## src/rtl/game_pkg.sv

```systemverilog
// game_pkg: screen geometry, gun/bullet alignment constants, colours and the bullet FSM encoding.
package game_pkg;
  localparam int H_ACTIVE = 640;
  localparam int V_ACTIVE = 480;
  localparam int SPAWN_Y = 427;
  localparam int BARREL_OFS = 3;
  localparam logic [5:0] COL_BLACK = 6'b000000;
  localparam logic [5:0] COL_BULLET = 6'b111100;
  typedef enum logic [1:0] {ST_IDLE = 2'd0, ST_FLYING = 2'd1, ST_COOLDOWN = 2'd2} state_t;
endpackage

```

## src/rtl/rect_hit.sv

```systemverilog
// rect_hit: combinational overlap test of rectangle a against rectangle b (half-open extents).
module rect_hit (
  input  logic [10:0] ax,
  input  logic [10:0] ay,
  input  logic [10:0] aw,
  input  logic [10:0] ah,
  input  logic [10:0] bx,
  input  logic [10:0] by,
  input  logic [10:0] bw,
  input  logic [10:0] bh,
  output logic        match
);
  assign match = (ax < bx + bw) && (ax + aw > bx) && (ay < by + bh) && (ay + ah > by);
endmodule

```

## src/rtl/bullet_ctrl.sv

```systemverilog
// bullet_ctrl: launches one upward bullet from the gun barrel, tests it against the duck,
// draws it into the pixel mux and keeps the per-round ammo count.
module bullet_ctrl #(
  parameter int TICK_DIV = 25000,
  parameter int BULLET_W = 4,
  parameter int BULLET_H = 8,
  parameter int SPAWN_Y = game_pkg::SPAWN_Y,
  parameter int BARREL_OFS = game_pkg::BARREL_OFS,
  parameter int DUCK_W = 32,
  parameter int DUCK_H = 32,
  parameter int AMMO_MAX = 3,
  parameter int COOLDOWN = 8,
  parameter logic [5:0] COLOR = game_pkg::COL_BULLET
) (
  input  logic       clk,
  input  logic       reset,
  input  logic [9:0] hcount,
  input  logic [9:0] vcount,
  input  logic [9:0] pos_x,
  input  logic       fire,
  input  logic       reload,
  input  logic [9:0] duck_x,
  input  logic [9:0] duck_y,
  input  logic       duck_alive,
  output logic [5:0] data,
  output logic       draw,
  output logic       hit,
  output logic       miss,
  output logic [1:0] ammo,
  output logic       busy
);
  import game_pkg::*;
  localparam int CW = $clog2(COOLDOWN + 1);
  state_t state, state_n;
  logic [15:0] cnt;
  logic tick, fire_q, fire_rise, duck_ov, pix_ov, hit_n, miss_n;
  logic [10:0] bul_x, bul_x_n;
  logic [9:0] bul_y, bul_y_n;
  logic [CW-1:0] cd, cd_n;
  logic [1:0] ammo_n;
  assign tick = cnt == 16'(TICK_DIV - 1);
  assign fire_rise = fire & ~fire_q;
  assign busy = state != ST_IDLE;
  rect_hit u_duck (
    .ax(bul_x), .ay({1'b0, bul_y}), .aw(11'(BULLET_W)), .ah(11'(BULLET_H)),
    .bx({1'b0, duck_x}), .by({1'b0, duck_y}), .bw(11'(DUCK_W)), .bh(11'(DUCK_H)),
    .match(duck_ov)
  );
  // The current pixel is a 1x1 rectangle tested against the bullet box.
  rect_hit u_pix (
    .ax({1'b0, hcount}), .ay({1'b0, vcount}), .aw(11'd1), .ah(11'd1),
    .bx(bul_x), .by({1'b0, bul_y}), .bw(11'(BULLET_W)), .bh(11'(BULLET_H)),
    .match(pix_ov)
  );
  always_comb begin
    state_n = state;
    bul_x_n = bul_x;
    bul_y_n = bul_y;
    cd_n = cd;
    ammo_n = ammo;
    hit_n = 1'b0;
    miss_n = 1'b0;
    case (state)
      ST_IDLE:
        if (fire_rise && ammo != 2'd0) begin
          bul_x_n = {1'b0, pos_x} + 11'(BARREL_OFS);
          bul_y_n = 10'(SPAWN_Y);
          ammo_n = ammo - 2'd1;
          state_n = ST_FLYING;
        end
      ST_FLYING:
        if (tick) begin
          if (duck_alive && duck_ov) begin
            hit_n = 1'b1;
            cd_n = CW'(COOLDOWN);
            state_n = ST_COOLDOWN;
          end else if (bul_y == 10'd0) begin
            miss_n = 1'b1;
            cd_n = CW'(COOLDOWN);
            state_n = ST_COOLDOWN;
          end else begin
            bul_y_n = bul_y - 10'd1;
          end
        end
      ST_COOLDOWN:
        if (cd == '0) state_n = ST_IDLE;
        else if (tick) cd_n = cd - 1'b1;
      default: state_n = ST_IDLE;
    endcase
    // A new round refills the magazine even over a shot accepted this cycle.
    if (reload) ammo_n = 2'(AMMO_MAX);
  end
  always_ff @(posedge clk or negedge reset) begin
    if (!reset) begin
      state <= ST_IDLE;
      ammo <= 2'(AMMO_MAX);
      bul_x <= '0;
      bul_y <= '0;
      cd <= '0;
      cnt <= '0;
      fire_q <= 1'b0;
      data <= COL_BLACK;
      draw <= 1'b0;
      hit <= 1'b0;
      miss <= 1'b0;
    end else begin
      state <= state_n;
      ammo <= ammo_n;
      bul_x <= bul_x_n;
      bul_y <= bul_y_n;
      cd <= cd_n;
      cnt <= tick ? 16'd0 : cnt + 16'd1;
      fire_q <= fire;
      draw <= state == ST_FLYING && pix_ov;
      data <= (state == ST_FLYING && pix_ov) ? COLOR : COL_BLACK;
      hit <= hit_n;
      miss <= miss_n;
    end
  end
endmodule

```

## config.mk

```make
export PLATFORM = sky130hd
export DESIGN_NAME = bullet_ctrl
export DESIGN_NICKNAME = d
export VERILOG_FILES = /design/src/rtl/game_pkg.sv /design/src/rtl/rect_hit.sv /design/src/rtl/bullet_ctrl.sv
export SDC_FILE = /design/constraint.sdc
export NUM_CORES = 1
export LEC_CHECK = 0
export CAP_MARGIN = 0
export CORE_MARGIN = 3
export CORE_UTILIZATION = 50
export CTS_BUF_LIST = sky130_fd_sc_hd__clkbuf_2
export DETAILED_ROUTE_END_ITERATION = 7
export PLACE_DENSITY = 0.72
export SLEW_MARGIN = 40
export SYNTH_ARGS = -nofsm -noshare
export SYNTH_HDL_FRONTEND = slang
export SYNTH_SLANG_ARGS = --single-unit
```

## constraint.sdc

```tcl
create_clock -name clk -period 5.35 [get_ports clk]
set_input_delay 1.3375 -clock clk [delete_from_list [all_inputs] [get_ports clk]]
set_output_delay 1.3375 -clock clk [all_outputs]
set_load 0.05 [all_outputs]
```

==> flow_metrics.py <==
metrics = {
    "status": {
        "outcome": "completed",
    },
    "sta": {
        "fin_hold_ws_ns": 0.493,
        "worst_slew_margin_rel_pct": 51.3,
        "min_period_ns": 3.93,
        "worstMarginPinSlew_ns": 0.726,
        "finalSetupViolCount": 0,
        "tns_ns": 0,
        "skew_ns": 0.0232,
        "grt_setup_unrepaired": "false",
        "fin_ws_ns": 1.42,
        "period_share_pct": 73.6,
        "fmax_mhz": 254,
        "maxSlewViolCount": 0,
        "hold_viol_final": 0,
    },
    "clock_network": {
        "cts_buffers": 5,
        "clk_pin_slew_ns": 0.23,
        "root_buffer": "clkbuf_2",
        "htree_levels": 2,
        "tritoncts": "yes",
        "clock_path_buffers": 2,
        "cts_sinks": 49,
        "cts_resized": 0,
        "post-cts-setup-buffers": 0,
        "cts-hold-fix-buffers": 0,
        "insertion_delay_ns": 0.42,
    },
    "layout": {
        "drive_gt1_share_pct": 3.26,
        "instances_no_fill": 773,
        "regArea_mm2": 0.00123,
        "multiInputGateArea_mm2": 0.00339,
        "fillers": 845,
        "final_cell_area_mm2": 0.00571,
        "syn_to_final_growth_pct": 15.6,
        "nets": 787,
        "diodes": 0,
    },
    "placement": {
        "pre_cts_slack_ns": 0.947,
        "routabilityCongestion": 0.845,
        "port_buffers": 64,
        "hpwl_mm": 9.38,
        "placed_area_mm2": 0.00567,
        "dp.cells": 765,
    },
    "setup_path": {
        "path_class": "in2reg",
        "startpoint_type": "input port",
        "cp_data_arrival_time_ns": 4.25,
        "worst-path-max-fanout": 8,
        "required_ns": 5.67,
        "setup.worst_path.end_class": "flop",
        "crit_chain": "clkdlybuf4s50_1 > ha_1 > nand3_1 > xnor2_1 > ha_1 > a21o_1 > a21oi_1 > o2111ai_1 > o31ai_4 > and2_1 > or3_1 > a21oi_1",
        "crit_slowest_cell": "clkdlybuf4s50_1",
        "critPathMaxStageDelay_ns": 0.57,
    },
    "grt": {
        "antenna_found_initial": 0,
        "grt_usage_pct": 20.6,
        "grt_pass1_wl_mm": 19.2,
        "grt_overflow": 0,
        "first_global_vias": 4185,
        "grt_max_degree": 50,
    },
    "yosys": {
        "synth.area.top_cells": "dfrtp_1 24%, ha_1 23%, xnor2_1 7.8%",
        "ys.flop_type": "dfrtp_1",
        "synth.top_cell.area_share_pct": 23.8,
        "synth_common_cells": "89 x ha_1, 69 x inv_1, 47 x dfrtp_1",
        "synth_seq_cells": 49,
        "synthesis.area_mm2": 0.00494,
        "async_flop_share_pct": 100,
        "synth_edf_count": 0,
        "synth_largest_area_cell": "dfrtp_1",
        "syn_area_per_cell_um2": 8.49,
        "yosysMostFrequentCell": "ha_1",
        "ys_warn_count": 0,
        "ys_seq_area_share_pct": 24.9,
        "synth_cell_types": 55,
        "synthCells": 582,
    },
    "power_and_ir_drop": {
        "leakagePower_uw": 0.00261,
        "p_per_area_mw_per_mm2": 214,
        "ir_drop_uv": 141,
    },
    "detailed_routing": {
        "first_iter_violations": 165,
        "wl_per_cell_um": 14.5,
        "ant_nets": 0,
        "avgViaCountPerCell": 5.55,
        "drtPass1Iterations": 4,
        "routed_wirelength_mm": 11.2,
        "drc": 0,
        "vias": 4290,
    },
    "die": {
        "core_mm2": 0.00942,
        "die_area_mm2": 0.0111,
        "row_count": 35,
        "initial_utilization_pct": 52.5,
        "io_pins": 67,
        "chipHeight_um": 105,
        "die_x_um": 105,
    },
    "worst_hold_path": {
        "hold_path_class": "reg2reg",
    },
    "job": {
        "max_cap_violations": 0,
    },
}
==> critical path: cells and delay by family <==
family / cells / cell delay [ns]
xor+xnor: 1 / 0.14
fa+ha+maj: 2 / 0.53
compound gates: 5 / 1.12
buf+inv: 1 / 0.57
simple gates: 3 / 0.56
==> per-stage QoR <==
| stage | util (%) | power (uW) |
|---|---|---|
| 6_report | 60.7 | 1220 |
| 5_1_grt | 60.7 | 1350 |
| 4_1_cts | 60.7 | 1230 |
| 3_5_place_dp | 60.3 | 1090 |
| 3_3_place_gp | 60.2 | 1060 |
| 2_1_floorplan | - | 889 |
==> worst paths after layout <==
kind,slack [ns],cells after the start,to,from
max,1.42,12,bul_y[6],duck_x[5]
min,0.49,1,cnt[15],cnt[15]
max reg2reg,2.04,13,bul_y[6],bul_y[5]
min reg2reg,0.49,1,cnt[15],cnt[15]
max in group asynchronous,4.05,1,cnt[13],reset
min in group asynchronous,0.89,1,hit,reset
==> report_power, final <==
part,internal [uW],switching (uW)
combinational,278,330
sequential,409,63.3
clock,28.7,114
==> metal layers <==
metal  global-route usage, %  part of all wire, %  wire length [um]
met1                    28.9                   48              5380
met2                    33.5                   46              5220
met4                    4.40                  1.1               129
met5                       0                    0                 0
met3                    3.18                  4.4               497
==> cell families after synthesis <==
family          after synthesis  synth area share [%]
simple gates                193                  19.8
compound gates              110                  15.4
fa+ha+maj                    89                  22.5
buf+inv                      80                  6.69
xor+xnor                     60                  10.6
flops                        49                  24.9
other cells                   1                0.0759
==> cell type report <==
class / count / area share (%)
Inverter: 69 / 4.53
Timing Repair Buffer: 64 / 11.2
Multi-Input combinational cell: 454 / 59.3
Clock buffer: 5 / 0.438
Sequential cell: 49 / 21.5
Tap cell: 129 / 2.83
Clock inverter: 3 / 0.219
==> state kept, by name, summed over array words and instances, names as in the netlist <==
register and flops:
cnt 16, ammo 2, state 2, cd 4
fire_q 1, data 1, miss 1, hit 1
bul_x 11, bul_y 10
==> cells in the final DEF, fill, tap and decap left out, drive strengths merged, types with 3 or more instances in the layout <==
cell type	instances
a31oi	3
inv	69
nand2	38
a2111oi	7
nand3	40
xnor2	44
nand4	12
nor3	18
clkbuf	5
and3	8
or3	4
o21ai	33
a211oi	8
and2	4
nor2b	8
a21o	6
nor2	42
xor2	16
clkdlybuf4s50	63
o22ai	3
o211ai	4
clkinv	3
ha	89
nand2b	7
o21a	11
dfrtp	47
a21oi	21
No activity file was read; power rests on OpenSTA's default activity.
